`config.mk`:
```
export PLATFORM = sky130hd
export DESIGN_NAME = dmux8way_dispatcher
export DESIGN_NICKNAME = d
export VERILOG_FILES = /design/src/rtl/dmux8way_dispatcher_pkg.sv /design/src/rtl/DMux8Way.sv /design/src/rtl/rr_pick8.sv /design/src/rtl/dmux8way_dispatcher.sv
export SDC_FILE = /design/constraint.sdc
export NUM_CORES = 1
export LEC_CHECK = 0
export CAP_MARGIN = 20
export CORE_MARGIN = 10
export CORE_UTILIZATION = 46
export DETAILED_ROUTE_END_ITERATION = 8
export GPL_TIMING_DRIVEN = 1
export HOLD_SLACK_MARGIN = 0.02
export PLACE_DENSITY = 0.89
export SKIP_LAST_GASP = 1
export SYNTH_ARGS = -nofsm -noshare
export SYNTH_HDL_FRONTEND = slang
export SYNTH_SLANG_ARGS = --single-unit
```
`constraint.sdc`:
```
create_clock -name clk -period 4.2 [get_ports clk]
set_input_delay 0.42 -clock clk [delete_from_list [all_inputs] [get_ports clk]]
set_output_delay 0.42 -clock clk [all_outputs]
set_load 0.01 [all_outputs]
```
`src/rtl/dmux8way_dispatcher_pkg.sv`:
```
// Shared definitions for the DMux8Way round-robin dispatcher.
//   DISP_LANES   number of downstream lanes
//   DISP_SEL_W   width of a lane index
//   DISP_CNT_W   default width of the optional transfer counter
//   disp_state_e dispatcher holding-register state (EMPTY / FULL)
package dmux8way_dispatcher_pkg;

  localparam int unsigned DISP_LANES = 8;
  localparam int unsigned DISP_SEL_W = 3;
  localparam int unsigned DISP_CNT_W = 16;

  typedef enum logic {
    DISP_EMPTY = 1'b0,
    DISP_FULL  = 1'b1
  } disp_state_e;

  // Lane after `lane`, wrapping 7 -> 0.
  function automatic logic [DISP_SEL_W-1:0] next_lane(input logic [DISP_SEL_W-1:0] lane);
    return DISP_SEL_W'(lane + DISP_SEL_W'(1));
  endfunction

endpackage

```
`src/rtl/DMux8Way.sv`:
```
// 1-to-8 demultiplexer: routes `in` to the output selected by `sel`.
//   in     : input bit
//   sel    : output index (a = 0 ... h = 7)
//   a .. h : outputs, at most one high
module DMux8Way (
  input  logic       in,
  input  logic [2:0] sel,
  output logic       a,
  output logic       b,
  output logic       c,
  output logic       d,
  output logic       e,
  output logic       f,
  output logic       g,
  output logic       h
);

  assign a = in & (sel == 3'd0);
  assign b = in & (sel == 3'd1);
  assign c = in & (sel == 3'd2);
  assign d = in & (sel == 3'd3);
  assign e = in & (sel == 3'd4);
  assign f = in & (sel == 3'd5);
  assign g = in & (sel == 3'd6);
  assign h = in & (sel == 3'd7);

endmodule

```
`src/rtl/rr_pick8.sv`:
```
// Combinational rotating-priority picker over 8 requests.
//   req  : request vector, bit i = lane i
//   ptr  : lane with highest priority this cycle
//   pick : first requesting lane scanning ptr, ptr+1, ... (mod 8); ptr when none
//   any  : at least one request present
module rr_pick8
  import dmux8way_dispatcher_pkg::*;
(
  input  logic [DISP_LANES-1:0] req,
  input  logic [DISP_SEL_W-1:0] ptr,
  output logic [DISP_SEL_W-1:0] pick,
  output logic                  any
);

  logic                  found;
  logic [DISP_SEL_W-1:0] idx;

  // Scan from ptr upward; 3-bit addition provides the wrap.
  always_comb begin
    pick  = ptr;
    found = 1'b0;
    idx   = ptr;
    for (int unsigned k = 0; k < DISP_LANES; k++) begin
      idx = DISP_SEL_W'(ptr + DISP_SEL_W'(k));
      if (!found && req[idx]) begin
        pick  = idx;
        found = 1'b1;
      end
    end
  end

  assign any = |req;

endmodule

```
`src/rtl/dmux8way_dispatcher.sv`:
```
// Round-robin dispatcher: one valid/ready upstream stream fanned out to 8 lanes.
// A one-word holding register is offered to the next ready lane in rotating
// order; the one-hot lane_valid comes from a DMux8Way driven by sel.
// Optional transfer counter enabled by defining DISPATCH_COUNT_EN.
//   clk, reset  : clock, synchronous active-high reset
//   in_valid    : upstream word present
//   in_data     : upstream word
//   in_ready    : dispatcher accepts a word this cycle
//   lane_ready  : per-lane ready
//   lane_valid  : one-hot per-lane valid
//   lane_data   : held word, broadcast to all lanes
//   sel         : lane currently offered
//   xfer_count  : saturating transfer count (DISPATCH_COUNT_EN only)
module dmux8way_dispatcher
  import dmux8way_dispatcher_pkg::*;
#(
  parameter int unsigned WIDTH = 8
`ifdef DISPATCH_COUNT_EN
  , parameter int unsigned CNT_W = DISP_CNT_W
`endif
) (
  input  logic                  clk,
  input  logic                  reset,
  input  logic                  in_valid,
  input  logic [WIDTH-1:0]      in_data,
  output logic                  in_ready,
  input  logic [DISP_LANES-1:0] lane_ready,
  output logic [DISP_LANES-1:0] lane_valid,
  output logic [WIDTH-1:0]      lane_data,
  output logic [DISP_SEL_W-1:0] sel
`ifdef DISPATCH_COUNT_EN
  , output logic [CNT_W-1:0]    xfer_count
`endif
);

  disp_state_e           state_q, state_d;
  logic [WIDTH-1:0]      hold_q, hold_d;
  logic [DISP_SEL_W-1:0] ptr_q, ptr_d;

  logic [DISP_SEL_W-1:0] pick;
  logic                  any_rdy;
  logic                  full;
  logic                  xfer;
  logic                  accept;

  rr_pick8 u_pick (
    .req  (lane_ready),
    .ptr  (ptr_q),
    .pick (pick),
    .any  (any_rdy)
  );

  assign full     = (state_q == DISP_FULL);
  assign xfer     = full & any_rdy;
  // Ready also while a transfer drains the register: pass-through refill.
  assign in_ready = ~full | xfer;
  assign accept   = in_valid & in_ready;
  assign sel      = xfer ? pick : ptr_q;
  assign lane_data = hold_q;

  DMux8Way u_dmux (
    .in  (xfer),
    .sel (sel),
    .a   (lane_valid[0]),
    .b   (lane_valid[1]),
    .c   (lane_valid[2]),
    .d   (lane_valid[3]),
    .e   (lane_valid[4]),
    .f   (lane_valid[5]),
    .g   (lane_valid[6]),
    .h   (lane_valid[7])
  );

  // Next state: a new word always wins; otherwise a transfer empties the register.
  always_comb begin
    state_d = state_q;
    hold_d  = hold_q;
    ptr_d   = ptr_q;
    if (xfer) begin
      ptr_d   = next_lane(sel);
      state_d = DISP_EMPTY;
    end
    if (accept) begin
      hold_d  = in_data;
      state_d = DISP_FULL;
    end
  end

  always_ff @(posedge clk) begin
    if (reset) begin
      state_q <= DISP_EMPTY;
      hold_q  <= '0;
      ptr_q   <= '0;
    end else begin
      state_q <= state_d;
      hold_q  <= hold_d;
      ptr_q   <= ptr_d;
    end
  end

`ifdef DISPATCH_COUNT_EN
  logic [CNT_W-1:0] cnt_q, cnt_d;

  // Saturating count of completed transfers.
  always_comb begin
    cnt_d = cnt_q;
    if (xfer && (cnt_q != {CNT_W{1'b1}})) begin
      cnt_d = CNT_W'(cnt_q + CNT_W'(1));
    end
  end

  always_ff @(posedge clk) begin
    if (reset) begin
      cnt_q <= '0;
    end else begin
      cnt_q <= cnt_d;
    end
  end

  assign xfer_count = cnt_q;
`endif

endmodule

```
==> After elaboration in Yosys (flattened, before gate mapping) <==
Index checks and enable logic that the tools add are counted.
{ "op_classes": {"add_sub_neg": 8, "n_lt_le_gt_ge": 8, "n_eq_ne": 7, "muxes": 33, "bitwise": 12, "n_reduce_logical": 17} }
{ "op_table": {"columns": ["cell", "n"], "rows": [
  ["less-than comparator 3 x 4 -> 1 bit (second input constant)", 8],
  ["binary-select mux 1 bit (select 3 bit)", 8],
  ["2-to-1 mux 3 bit", 8],
  ["2-to-1 mux 1 bit", 17],
  ["adder 3 bit (second input constant)", 4],
  ["== test 3 bit (second input constant)", 4],
  ["bitwise AND 1 bit", 10],
  ["OR reduction 8 bit", 1],
  ["logical AND 1 bit", 7],
  ["zero test 1 bit", 7],
  ["adder 3 x 1 -> 3 bit (second input constant)", 2],
  ["adder 3 x 2 -> 3 bit (second input constant)", 2],
  ["== test 3 x 2 -> 1 bit (second input constant)", 2],
  ["== test 3 x 1 -> 1 bit (second input constant)", 1],
  ["zero test 3 bit", 1],
  ["nonzero test 2 bit", 1],
  ["inverter 1 bit", 1],
  ["bitwise OR 1 bit", 1]
]} }
{ "word_totals": {"register_bits": 12, "input_bits": 19, "output_inout_bits": 20, "elab_cells": 88} }

==> Longest topological paths before layout <==
Gate-level depths: netlist of the first run.
{ "depth": {"ltp_word": 27, "mapped_depth": 16, "depth_no_buf": 13} }

==> By module <==
Synthesis of the first run repeated with hierarchy kept, for this count alone.
{ "unflattened": {"hier_cells": 159, "hier_area_um2": 1591.5} }
{ "modules_own_cells": {"columns": ["module", "instances", "cells_per_inst", "area_per_inst_um2", "seq_area_each_um2"], "rows": [
  ["rr_pick8", 1, 92, 954.7, 0.0],
  ["dmux8way_dispatcher", 1, 59, 540.5, 240.2],
  ["DMux8Way", 1, 8, 96.3, 0.0]
]} }

==> Worst setup path before layout of the first run <==
OpenSTA, ideal clock, no wires.
{ "synth_path": {"path_type": "register -> output", "from": "register ptr_q[1]", "to": "output lane_valid[7]", "arrival_time_ps": 4045, "required_time_ps": 3780, "slack_ps": -265, "path_stages_with_launch": 16, "path_buffers": 3, "cell_sequence": "dfxtp_1 clkbuf_1 inv_1 ha_1 buf_1 mux2_2 o22ai_1 o21ai_0 a2111oi_2 o2bb2ai_1 a31oi_1 o31ai_1 ha_1 ha_1 and3_1 buf_4"} }
{ "synth_via": {"elab_chain_len": 27, "word_cells_on_any_way": 54, "classes_between": "add/sub: 7; eq/ne: 1; mux: 31; bitwise: 1; reduce/logical: 14"} }
{ "synth_lines": {"columns": ["element", "line_no", "source"], "rows": [
  ["start: declaration", "dmux8way_dispatcher.sv:38", "logic [DISP_SEL_W-1:0] ptr_q, ptr_d;"],
  ["start signal: assignment", "dmux8way_dispatcher.sv:97", "ptr_q <= ptr_d;"],
  ["branches (longest 24 deep; another with adder 3 x 1 -> 3 bit)", null, null],
  ["2-to-1 mux 3 bit *", "dmux8way_dispatcher.sv:58", "assign sel = xfer ? pick : ptr_q;"],
  ["via sel[1]", "dmux8way_dispatcher.sv:30", "output logic [DISP_SEL_W-1:0] sel"],
  ["== test 3 bit *", "DMux8Way.sv:25", "assign h = in & (sel == 3'd7);"],
  ["bitwise AND 1 bit *", "DMux8Way.sv:25", null],
  ["end: declaration", "dmux8way_dispatcher.sv:28", "output logic [DISP_LANES-1:0] lane_valid,"]
]} }
Mark *: on every way through the listed nets, which the timed path passes. The select of a mux whose other input is x is not followed.

==> Worst setup path after layout of the first run <==
{ "layout_path": {"from": "register ptr_q[1]", "to": "output lane_valid[1]"} }
{ "layout_via": {"elab_chain_len": 27, "word_cells_on_any_way": 54, "classes_between": "add/sub: 7; eq/ne: 1; mux: 31; bitwise: 1; reduce/logical: 14"} }
{ "layout_lines": {"columns": ["element", "line_no", "source"], "rows": [
  ["branches (longest 24 deep; another with adder 3 x 1 -> 3 bit)", null, null],
  ["2-to-1 mux 3 bit *", "dmux8way_dispatcher.sv:58", null],
  ["== test 3 x 1 -> 1 bit *", "DMux8Way.sv:19", "assign b = in & (sel == 3'd1);"],
  ["bitwise AND 1 bit *", "DMux8Way.sv:19", null]
]} }
Every way passes the cells marked *. The select of a mux whose other input is x is not followed.

==> results of run 1 <==
## per-layer routing
layer	GRT usage	part of all wire
met1	0.227	0.34
met2	0.376	0.48
met3	0.0484	0.10
met4	0.129	0.074
met5	0	0
## kinds of logic (layout without fill, tap and decap cells)
| logic type | after synthesis | after routing | share of synthesized area |
|---|---|---|---|
| buffers and inverters | 24 | 109 | 0.0786 |
| xor gates and xnor gates | 7 | 7 | 0.0370 |
| and+or+nand+nor | 72 | 72 | 0.209 |
| DFF | 12 | 12 | 0.145 |
| other | 0 | 1 | 0 |
| AOI/OAI and AO/OA | 45 | 45 | 0.203 |
| adders and majority gates | 7 | 7 | 0.0529 |
| muxes | 31 | 31 | 0.274 |
## cell usage after synthesis, types with 3 or more instances
library cell / n
nand2_1: 28
nor2_1: 18
mux2i_1: 15
dfxtp_1: 12
mux4_2: 11
a21oi_1: 10
o21ai_0: 9
buf_4: 8
inv_1: 8
ha_1: 7
mux2_2: 5
nand2b_1: 5
clkbuf_1: 4
xnor2_1: 4
a22o_1: 3
and4_1: 3
nor2b_1: 3
o2bb2ai_1: 3
or2_0: 3
xor2_1: 3
## worst reg2reg max path: cells and delay by family, from the launching register on
kind,cells,cell delay (ns)
muxes,2,1.04
buffers and inverters,2,0.32
adders and majority gates,1,0.32
and+or+nand+nor,2,0.42
DFF,1,0.39
AOI/OAI and AO/OA,5,1.16
## through the flow
stage | TNS [ns] | utilization
after global routing | -0.880 | 0.758
after CTS | -0.125 | 0.730
after global placement | -1.54 | 0.695
after floorplan | 0 | -
after detailed placement | -2.65 | 0.695
final | -0.107 | 0.758
## power by group
| group | internal (uW) | switching [uW] |
|---|---|---|
| registers | 122 | 7.23 |
| logic | 284 | 284 |
| clock network | 52.9 | 44.5 |
| total | 459 | 336 |
## state kept, by name (all words and copies together) (netlist names)
| register | flops |
|---|---|
| lane_data | 8 |
| full | 1 |
| ptr_q | 3 |
## worst paths after layout
kind | to | cells past startpoint | slack [ns] | start
max reg2reg | ptr_q[1] | 12 | 0.47 | ptr_q[1]
min reg2reg | lane_data[6] | 2 | 0.52 | lane_data[6]
min | lane_data[6] | 2 | 0.52 | lane_data[6]
max | lane_valid[1] | 14 | -0.08 | ptr_q[1]
## area by class of cell
type / count / area (um^2)
multi-input combinational: 162 / 1410
antenna: 1 / 2.50
tap: 46 / 57.6
sequential: 12 / 241
clock buffer: 4 / 36.3
timing repair buffer: 97 / 815
inverter: 8 / 30.0
fill: 201 / 827
## what timing repair did
item,in CTS,in global routing
buffers inserted,5,3
cloned,0,1
hold endpoints to repair,0,0
pin swaps,3,8
gates resized for setup,24,42
setup endpoints to repair,10,11
==> results.py, run 1 <==
metrics = {
    "clock_tree": {
        "cts_max_level": 1,
        "clock_latency_ns": 0.29,
        "tritoncts": "done",
        "cts_buffers": 3,
        "clk_pin_slew_ns": 0.08,
        "cts_root_buf": "clkbuf_4",
        "clockBufferDepth": 2,
        "clock_sinks": 12,
        "ctsHoldBuffers": 0,
    },
    "layout": {
        "layout_common_cells": "56 x buf_4, 28 x nand2_1, 19 x clkdlybuf4s50_1",
        "final_cell_area_um2": 2590,
        "final_cells": 330,
        "fin_nets": 310,
        "layout_commonest_cell": "buf_4",
        "syn2layout_area_growth_pct": 56.4,
        "drive_above_1_share": 0.385,
    },
    "sta": {
        "fmax_mhz": 234,
        "max_slew_margin": 0.289,
        "hold_viol": 0,
        "whs_ns": 0.516,
        "finalCriticalPeriod_ns": 4.28,
        "finalMaxSlewViolations": 0,
        "finalSetupViolations": 2,
        "worst_slack_ns": -0.0816,
        "rsz0062_at_grt": "yes",
        "max_slew.worst_pin.slew_ns": 1.07,
        "min_period_over_period": 1.02,
        "skew_ns": 0.00113,
    },
    "synthesis": {
        "synth_top_area_share": 0.150,
        "synth_area_leaders": "mux4_2 15%, dfxtp_1 15%, mux2i_1 9.1%, nand2_1 6.3%, ha_1 5.3%",
        "synth_area_per_cell_um2": 8.36,
        "synth_ff_type": "dfxtp_1",
        "synth_top_cell_by_area": "mux4_2",
        "ys_seq_elements": 12,
        "syn_nets": 224,
        "ys_seq_area_frac": 0.145,
        "synthArstFlopShare": 0,
        "synth_edf_count": 0,
        "netlist_area_um2": 1660,
        "synthCells": 198,
        "ys_warn_count": 0,
        "yosysUniqueCellTypes": 50,
    },
    "power_and_ir_drop": {
        "p_leak_uw": 0.00118,
        "p_total_uw": 795,
        "p_per_area_nw_per_um2": 307,
        "ir_drop_mv": 0.206,
    },
    "route": {
        "num_vias": 2212,
        "drc": 0,
        "ant_nets": 0,
        "drtIter0Drc": 379,
        "wl_per_cell_um": 23.1,
        "drtPass1Iterations": 5,
        "routed_wirelength_um": 7620,
        "viasPerCell": 6.70,
    },
    "place": {
        "portBuffers": 38,
        "dp_cells": 316,
        "dpl_cell_area_um2": 2370,
        "gp_congestion": 0.913,
        "post-place-ws_ns": -0.388,
        "place_hpwl_um": 4450,
    },
    "run": {
        "drv_cap": 0,
    },
    "critical_path": {
        "startpoint_type": "flip-flop",
        "arrival_ns": 3.86,
        "path_buf_inv": 4,
        "critPathTopFamily": "multiplexers",
        "slowest_stage": "mux4_2",
        "max_stage_delay_ns": 0.56,
        "criticalPathCategory": "flip-flop to primary output",
        "crit_path_end_kind": "primary output",
        "cp_cell_sequence": "buf_6 -> mux4_2 -> or2_1 -> mux4_2 -> a211o_1 -> o2bb2ai_2 -> o21ai_2 -> xnor2_2 -> buf_4 -> buf_4 -> ha_1 -> nand2_1 -> a21oi_1 -> buf_2",
        "worstPathMaxFanout": 4,
        "required_ns": 3.78,
    },
    "grt": {
        "grt_pass1_wl_um": 11200,
        "overflow": 0,
        "grt_start_max_net_pins": 14,
        "track_usage": 0.214,
        "antenna_found_initial": 1,
        "grt_pass1_vias": 2237,
    },
    "floorplanning": {
        "dieArea_um2": 6400,
        "die-width_um": 80.0,
        "core_um2": 3420,
        "io_pins": 39,
        "die_h_um": 80.0,
        "initial_core_util": 0.485,
        "std_cell_rows": 21,
    },
    "outcome": {
        "failed_checks": "negative setup slack",
        "status": "finished with violations",
    },
    "min_path": {
        "hp-class": "flip-flop to flip-flop",
    },
}
Note: power is estimated with default switching activity, not from simulation.
==> run 2, diff against run 1 <==
--- a/config.mk
+++ b/config.mk
@@ -12,6 +12,7 @@
 export GPL_TIMING_DRIVEN = 1
 export HOLD_SLACK_MARGIN = 0.02
 export PLACE_DENSITY = 0.89
+export RECOVER_POWER = 25
 export SKIP_LAST_GASP = 1
 export SYNTH_ARGS = -nofsm -noshare
 export SYNTH_HDL_FRONTEND = slang
==> constraint.sdc (replaced) <==
create_clock -name clk -period 4.2 [get_ports clk]
set_input_delay 0.84 -clock clk [delete_from_list [all_inputs] [get_ports clk]]
set_output_delay 0.84 -clock clk [all_outputs]
set_load 0.01 [all_outputs]
==> results.py, run 2 (same netlist as run 1, synthesis figures left out) <==
metrics = {
    "outcome": {
        "status": "finished with violations",
        "failed_checks": "negative setup slack",
    },
    "layout": {
        "drive_above_1_share": 0.513,
        "largest_reg_flops": 8,
        "fillers": 168,
        "final_util": 0.841,
        "antenna_cells": 0,
        "multi_input_area_um2": 1590,
        "ff_latch_area_um2": 243,
        "fin_nets": 325,
        "layout_commonest_cell": "buf_4",
        "layout_common_cells": "65 x buf_4, 26 x nand2_1, 17 x nor2_1",
        "syn2layout_area_growth_pct": 73.5,
    },
    "floorplanning": {
        "std_cell_rows": 21,
        "dieArea_um2": 6400,
        "core_um2": 3420,
        "die_h_um": 80.0,
        "die-width_um": 80.0,
        "initial_core_util": 0.485,
        "io_pins": 39,
    },
    "clock_tree": {
        "clk_pin_slew_ns": 0.08,
        "cts_root_buf": "clkbuf_4",
        "cts_max_level": 1,
        "clock_latency_ns": 0.29,
        "clock_sinks": 12,
        "cts_buffers": 3,
        "clockBufferDepth": 2,
        "ctsHoldBuffers": 0,
        "tritoncts": "done",
    },
    "sta": {
        "hold_viol": 0,
        "fmax_mhz": 217,
        "finalCriticalPeriod_ns": 4.60,
        "max_slew_margin": 0.666,
        "worst_slack_ns": -0.401,
        "rsz0062_at_grt": "yes",
        "min_period_over_period": 1.10,
        "max_slew.worst_pin.slew_ns": 0.501,
        "finalMaxSlewViolations": 0,
        "finalSetupViolations": 11,
        "skew_ns": 0.0102,
    },
    "grt": {
        "overflow": 0,
        "grt_start_max_net_pins": 13,
        "antenna_found_initial": 0,
        "grt_pass1_wl_um": 10200,
        "track_usage": 0.193,
        "grt_pass1_vias": 2165,
    },
    "place": {
        "place_hpwl_um": 4690,
        "portBuffers": 38,
        "gp_congestion": 0.927,
        "post-place-ws_ns": -1.07,
    },
    "critical_path": {
        "criticalPathCategory": "input pin to primary output",
        "startpoint_type": "input pin",
        "crit_path_end_kind": "primary output",
        "worstPathMaxFanout": 4,
        "arrival_ns": 3.76,
        "critPathTopFamily": "multiplexers",
        "slowest_stage": "mux4_2",
        "cp_cell_sequence": "buf_2 -> mux4_2 -> or2_0 -> mux4_2 -> a211o_4 -> or2_4 -> o221ai_4 -> a31o_1 -> ha_4 -> and3_4 -> buf_6",
        "crit_path_frequent_cell": "mux4_2",
        "max_stage_delay_ns": 0.51,
        "path_buf_inv": 2,
        "required_ns": 3.36,
    },
    "route": {
        "drtIter0Drc": 282,
        "ant_nets": 0,
        "wl_per_cell_um": 23.5,
        "viasPerCell": 6.63,
        "routed_wirelength_um": 8090,
        "drtPass1Iterations": 8,
        "num_vias": 2281,
        "drc": 0,
    },
    "run": {
        "drv_cap": 0,
    },
    "min_path": {
        "hp-class": "flip-flop to flip-flop",
    },
    "power_and_ir_drop": {
        "p_total_uw": 868,
        "p_per_area_nw_per_um2": 302,
        "p_leak_uw": 0.00122,
        "ir_drop_mv": 0.246,
    },
}
-- run 2: cell count changes in the layout (fill, tap and decap cells not counted), moves of 3 or more --
cell	change
buf_2	+9
buf_4	+9
buf_6	+11
clkbuf_2	-4
clkdlybuf4s50_1	-4
dlygate4sd2_1	-4
dlygate4sd3_1	+4
dlymetal6s2s_1	-8
ha_1	-3
o2bb2ai_4	+3
-- run 2: final timing paths --
check	from	end	slack, ns	cells past startpoint
worst min-delay path	lane_data[2]	lane_data[2]	0.52	2
worst max register to register	ptr_q[0]	ptr_q[1]	0.62	15
worst max-delay path	lane_ready[0]	lane_valid[7]	-0.40	11
worst min register to register	lane_data[2]	lane_data[2]	0.52	2
-- run 2: worst reg2reg max path, stage by stage, from the launching register on --
cell and delay (ns):
dfxtp_2 0.38, inv_1 0.09, ha_4 0.34, mux2_2 0.39, o22ai_4 0.21, o21ai_1 0.09, buf_4 0.16, a2111oi_4 0.35
buf_4 0.23, o2bb2ai_4 0.14, a31oi_4 0.07, o31a_1 0.37, buf_4 0.15, ha_4 0.19, nand2b_1 0.14, a21oi_1 0.18
-- run 2: power by group --
part	switching [uW]	leakage, uW	internal, uW	total [uW]
Combinational	324	0.00110	316	641
Clock	45.1	0.0000210	52.8	97.9
Sequential	7.51	0.0000997	122	130
Total	377	0.00122	491	868
-- run 2: metal layers --
metal | track usage | vias to the layer above | routed length [um]
li1 | - | 931 | -
met1 | 0.201 | 1089 | 2920
met2 | 0.350 | 211 | 3890
met3 | 0.0541 | 50 | 876
met4 | 0.0880 | 0 | 403
met5 | 0 | - | 0
-- run 2: through the flow --
step                hold WS, ns  instance area [um^2]  instances  TNS [ns]
floorplan                 0.531                  1710        198    -0.303
global placement          0.471                  2490        325     -8.97
detailed placement        0.480                  2490        325     -9.81
CTS                       0.524                  2600        335     -1.93
global route              0.554                  2870        344     -3.41
finish                    0.523                  2870        344     -2.84
-- run 2: layout make-up --
| cell class | count | area share |
|---|---|---|
| Timing Repair Buffer | 112 | 0.319 |
| Sequential cell | 12 | 0.0845 |
| Clock buffer | 4 | 0.0126 |
| Inverter | 8 | 0.0105 |
| Tap cell | 46 | 0.0200 |
| Multi-Input combinational cell | 162 | 0.554 |
-- run 2: repair_timing --
action / CTS / global route
endpoints found under the setup margin: 11 / 11
cloned: 0 / 0
gates resized for setup: 105 / 45
setup buffers: 6 / 10
pin swaps: 15 / 15
